[config.mk]
export PLATFORM = sky130hd
export DESIGN_NAME = ptr_sync_gray
export DESIGN_NICKNAME = d
export VERILOG_FILES = /design/src/rtl/ptr_sync_gray.sv
export SDC_FILE = /design/constraint.sdc
export NUM_CORES = 1
export LEC_CHECK = 0
export BUFFER_PORTS_ARGS = -buffer_cell sky130_fd_sc_hd__buf_2
export CAP_MARGIN = 25
export CORE_UTILIZATION = 50
export DETAILED_ROUTE_END_ITERATION = 7
export GPL_ROUTABILITY_DRIVEN = 0
export PLACE_DENSITY = 0.8
export SYNTH_ARGS = -nofsm -noshare
export SYNTH_HDL_FRONTEND = slang
export SYNTH_SLANG_ARGS = --single-unit
export TNS_END_PERCENT = 1
[constraint.sdc]
create_clock -name clk -period 3 [get_ports clk]
set_input_delay 0 -clock clk [delete_from_list [all_inputs] [get_ports clk]]
set_output_delay 0 -clock clk [all_outputs]
set_load 0.03 [all_outputs]
[src/rtl/ptr_sync_gray.sv]
// ptr_sync_gray: multi-flop synchroniser for a Gray-coded FIFO pointer that
// crosses into the clk domain. Besides the synchronised Gray pointer it gives
// the binary pointer, a one-cycle update strobe with the modular advance, and a
// sticky flag for Gray samples that moved by more than one bit.
//
// Optional build macro: PTR_SYNC_BIN_REG_EN
//   undefined : ptr_bin_out is combinational from ptr_gray_out (latency STAGES)
//   defined   : ptr_bin_out is registered (latency STAGES+1); the update/delta
//               outputs follow the registered value. Gray path and error
//               timing are the same in both builds.
module ptr_sync_gray #(
    parameter int WIDTH  = 5,
    parameter int STAGES = 2
) (
    input  logic             clk,
    input  logic             reset,
    input  logic [WIDTH-1:0] ptr_gray_in,
    output logic [WIDTH-1:0] ptr_gray_out,
    output logic [WIDTH-1:0] ptr_bin_out,
    output logic             ptr_update,
    output logic [WIDTH-1:0] ptr_delta,
    output logic             err_multi_bit
);

    // Reject unsupported configurations at elaboration time.
    generate
        if (STAGES < 2 || STAGES > 4) begin : g_bad_stages
            $error("ptr_sync_gray: STAGES must be in 2..4");
        end
        if (WIDTH < 2 || WIDTH > 32) begin : g_bad_width
            $error("ptr_sync_gray: WIDTH must be in 2..32");
        end
    endgenerate

    // Gray to binary: each binary bit is the XOR of all Gray bits at or above it.
    function automatic logic [WIDTH-1:0] gray2bin(input logic [WIDTH-1:0] g);
        logic [WIDTH-1:0] b;
        b[WIDTH-1] = g[WIDTH-1];
        for (int i = WIDTH - 2; i >= 0; i--) begin
            b[i] = b[i+1] ^ g[i];
        end
        return b;
    endfunction

    logic [WIDTH-1:0] sync_q [STAGES];
    logic [WIDTH-1:0] prev_gray_q;
    logic [WIDTH-1:0] prev_bin_q;
    logic             err_q;
    logic             err_d;
    logic [WIDTH-1:0] gray_xor;
    logic             multi_now;
    logic [WIDTH-1:0] bin_diff;

    // Plain flop chain: the first stage samples the asynchronous pointer, the
    // remaining stages only shift. Nothing but the synchronous clear sits
    // between stages, so metastability settling time is not eaten by logic.
    always_ff @(posedge clk) begin
        if (reset) begin
            for (int s = 0; s < STAGES; s++) begin
                sync_q[s] <= '0;
            end
        end else begin
            sync_q[0] <= ptr_gray_in;
            for (int s = 1; s < STAGES; s++) begin
                sync_q[s] <= sync_q[s-1];
            end
        end
    end

    assign ptr_gray_out = sync_q[STAGES-1];

`ifdef PTR_SYNC_BIN_REG_EN
    logic [WIDTH-1:0] bin_q;

    // Registered binary pointer, one edge behind the synchronised Gray value.
    always_ff @(posedge clk) begin
        if (reset) begin
            bin_q <= '0;
        end else begin
            bin_q <= gray2bin(ptr_gray_out);
        end
    end

    assign ptr_bin_out = bin_q;
`else
    assign ptr_bin_out = gray2bin(ptr_gray_out);
`endif

    // History of the previous cycle's Gray and binary pointers.
    always_ff @(posedge clk) begin
        if (reset) begin
            prev_gray_q <= '0;
            prev_bin_q  <= '0;
        end else begin
            prev_gray_q <= ptr_gray_out;
            prev_bin_q  <= ptr_bin_out;
        end
    end

    // Advance reporting and Gray-integrity detection from the history.
    // x & (x-1) is non-zero exactly when x has two or more bits set.
    always_comb begin
        ptr_update = 1'b0;
        ptr_delta  = '0;
        bin_diff   = ptr_bin_out - prev_bin_q;
        gray_xor   = ptr_gray_out ^ prev_gray_q;
        multi_now  = |(gray_xor & (gray_xor - WIDTH'(1)));
        err_d      = err_q | multi_now;
        if (ptr_bin_out != prev_bin_q) begin
            ptr_update = 1'b1;
            ptr_delta  = bin_diff;
        end
    end

    // Sticky error: once a multi-bit step is seen it holds until reset.
    always_ff @(posedge clk) begin
        if (reset) begin
            err_q <= 1'b0;
        end else begin
            err_q <= err_d;
        end
    end

    // Flag is visible in the same cycle the bad sample reaches ptr_gray_out.
    assign err_multi_bit = err_q | multi_now;

endmodule
Yosys cells after proc, flatten, opt, wreduce, memory -nomap -nowiden
Memory sizes are Yosys's and may differ from the RTL's.
Cells that the tools add are included.
Widths: inputs -> output; s select.
{ "word_totals": {"wordCells": 24, "inputBits": 7, "mem_bits_rw": 10, "mem_count": 1, "out_inout_bits": 17, "ff_bits": 11} }
{ "mem_list": {"columns": ["name", "depth", "word_bits", "rd", "rd_clocked_by_memory_dff", "wr", "line_no", "source"], "rows": [
  ["sync_q", 2, 5, 2, 0, 2, "45", "logic [WIDTH-1:0] sync_q [STAGES];"]
]} }
{ "classes": {"eq_ne": 1, "bitwise": 9, "n_reduce_logical": 1, "n_mux": 7, "n_addsub": 2} }
{ "op_table": {"columns": ["operator", "n"], "rows": [
  ["$mux 5", 3],
  ["$and 5x5->5", 1],
  ["$ne 5x5->1", 1],
  ["$reduce_or 5->1", 1],
  ["$sub 5x1->5 const B", 1],
  ["$sub 5x5->5", 1],
  ["$xor 5x5->5", 1],
  ["$mux 1", 4],
  ["$xor 1x1->1", 4],
  ["$or 1x1->1", 3]
]} }

Depth between registers and ports, before layout
{ "depth": {"depth_word": 6, "mapped_depth": 8} }

Least setup slack after synthesis
Ideal clock, no wire load.
{ "synth_timing": {"path_kind": "register -> output", "startpoint": "memory sync_q[1][4], in the netlist sync_q[0][9]", "endpoint": "output ptr_delta[3]", "path_stages_with_launch": 9, "setup_slack_ns": 0.300, "arrival_time_ns": 2.700, "cell_sequence": "dfxtp_1 xnor3_2 xor2_4 inv_1 ha_1 nor2b_1 o21ai_0 a21boi_0 nor3_1"} }
{ "synth_lines": {"columns": ["element", "line_no", "source"], "rows": [
  ["start: declaration", "45", null],
  ["end: declaration", "21", "output logic [WIDTH-1:0] ptr_delta,"]
]} }

==> impl_metrics.tcl <==
set metrics [dict create \
    status "complete, no violations" \
    relSlewSlack 0.720 \
    pre_cts_ws_ns 0.434 \
    p_seq_frac 0.384 \
    wl_per_cell_microns 9.95 \
    vias_per_cell 4.57 \
    grt_start_max_net_pins 21 \
    cts-buffers-inserted 3 \
    crit_path_max_fanout 6 \
    slew_viol_final 0 \
    synth_most_common_cell "dfxtp_1" \
    synth-adder-area-share 0.0876 \
    syn_inst 92 \
    hold_ws_ns 0.0778 \
    syn_avg_cell_area_sq_um 9.94 \
    setup_tns_ns 0 \
    path_buf_inv 1 \
    fin_ws_ns 0.181 \
    power_frac_comb 0.329 \
    synth-main-ff-cell "dfxtp_1" \
    dr.pass1.iters 4 \
    worst-setup-path-type "register to primary output" \
    clockRootBuffer "clkbuf_4" \
    yosys.area_share.simple 0.181 \
    netlist_area_sq_um 915 \
    die_h_microns 44.8 \
    yosys_register_bits 20 \
    hold_path.class "input pin to register" \
    r2r-start "sync_q[0][9]$_SDFF_PP0_" \
    port_buffers 23 \
    yosys-top-cells-count "20 x dfxtp_1, 17 x nor2b_1, 11 x inv_1" \
    area_growth_pct 23.3 \
    hold_violations 0 \
    min_from "reset" \
    peakVddDrop_mv 0.402 \
    rsz0062_at_grt "false" \
    initialDrtViolationCount 8 \
    synth_xor_area_frac 0.141 \
    period_needed_ns 2.82 \
    path_cells "xnor3_2 > xor2_4 > xor2_2 > ha_1 > fa_1 > o21ai_0 > a21oi_1 > mux2i_1 > buf_2" \
    leakage_nw 0.570 \
    synth_nets 104 \
    drive_gt1_frac 0.288 \
    clock_skew_ns 0.00968 \
    htreeDepth 1 \
    num_rows 15 \
    min_period_over_period 0.940 \
    yosys_warnings 0 \
    grt_pass1_vias 548 \
    cts.path.max_buffers 2 \
    nets 131 \
    clkPwrFrac 0.288 \
    synth_edf_count 0 \
    drc_errors 0 \
    required_ns 3.00 \
    io-pin-count 24 \
    yosys.area.top_type "dfxtp_1" \
    grt_pass1_wl_mm 2.28 \
    internal_power_mw 0.503 \
    max_stage_delay_ns 0.50 \
    via_count 653 \
    powerDensity_nw_per_um2 666 \
    antenna_left 0 \
    synth_top_family_by_area "simple AND/OR/NAND/NOR gates" \
    maxCapViolations 0 \
    core_area_sq_um 1730 \
    clkSlewWorstSetupHoldPaths_ns 0.12 \
    async_flop_share 0 \
    wirelength_mm 1.42 \
    die_w_microns 44.8 \
    endpoint_kind "primary output" \
    cp-startpoint "sync_q[0][9]$_SDFF_PP0_" \
    clk_latency_ns 0.30 \
    clock-sinks 20 \
    netSwitchingPower_mw 0.248 \
    n_antenna_cell 0 \
    cp_top_family "XOR/XNOR gates" \
    dp_hpwl_mm 1.01 \
    grt_usage 0.161 \
    synthMuxAreaShare 0.0109 \
    synth.area.top_cells "dfxtp_1 44%, nor2b_1 12%, xor2_1 5.7%, ha_1 5.5%, buf_4 4.9%" \
    synth_compound_area_frac 0.0397 \
    cts_tree "done" \
    critPathArrivalTime_ns 2.82 \
    grt-ovfl-total 0 \
    ys_seq_area_frac 0.438 \
    ys_types 24 \
    antenna_found_initial 0 \
    p_total_mw 0.751 \
    synth_top_area_frac 0.438 \
    dieArea_sq_um 2000 \
    startpoint_type "register" \
    setup_viol_count_final 0 \
    max_slew.worst_pin.slew_ns 0.417 \
    switching_share 0.330 \
    crit_slowest_cell "xnor3_2" \
    initial_core_util 0.530 \
    fmax_mhz 355 \
]
## power by group through the flow
stage,clock network (mW),logic (mW),registers [mW]
floorplan,0,0.184,0.293
global placement,0,0.230,0.294
detailed placement,0,0.236,0.295
CTS,0.220,0.242,0.288
global route,0.236,0.268,0.290
finish,0.216,0.247,0.288
## metal layers
layer  share of wire  GRT usage
met5               0          0
met2            0.54      0.285
met4           0.013     0.0727
met3           0.050     0.0360
met1            0.40      0.183
## layout make-up
cell class              instances  area [sq um]
fillers                       155           599
multi-input cells              53           420
flip-flops and latches         20           402
repair buffers                 30           180
inverters                      11          41.3
well taps                      25          31.3
clock inverters                 1          30.0
clock buffers                   3          22.5
## metrics by stage
stage	utilization	cells	cell area, sq um
floorplan	-	92	915
global placement	0.584	132	1010
detailed placement	0.584	132	1010
CTS	0.643	141	1110
global route	0.653	143	1130
finish	0.653	143	1130
## placed cells by master (no fill, tap or decap), drive strengths merged
cell type	count
fa	1
a21boi	1
xor2	8
a221oi	1
clkbuf	3
a21oi	2
xnor3	1
ha	4
bufinv	1
dfxtp	20
nand2	2
dlygate4sd3	5
nor2b	17
o21ai	2
nand4	1
nor3	1
nor3b	1
buf	25
maj3	1
inv	11
nor2	8
xnor2	1
mux2i	1
## flip-flops by register name, summed over array words and instances (netlist names)
register	cells
sync_q	10
prev_gray_q	5
prev_bin_q	4
err_q	1
## what timing repair did
action                                  4_1_cts  5_1_grt
setup buffers                                 0        2
resized for setup                             0        1
hold endpoints to repair                      5        0
endpoints found under the setup margin        0        1
hold buffers                                  5        0
## cells by family after synthesis
logic type / count (synthesis)
flip-flops: 20
AO/OA/AOI/OAI: 6
multiplexers: 1
XOR/XNOR: 10
AND/OR/NAND/NOR: 30
adder cells (fa/ha/maj): 6
buffers and inverters: 19
## path summary, 6_finish.rpt
path / endpoint / slack (ns) / cells past startpoint
worst max-delay path: ptr_delta[4] / 0.18 / 9
worst min-delay path: prev_bin_q[1]$_SDFF_PP0_ / 0.08 / 2
worst max register to register: prev_bin_q[0]$_SDFF_PP0_ / 1.54 / 4
worst min register to register: sync_q[0][5]$_SDFF_PP0_ / 0.45 / 1
No activity file was read; power rests on OpenSTA's default activity.
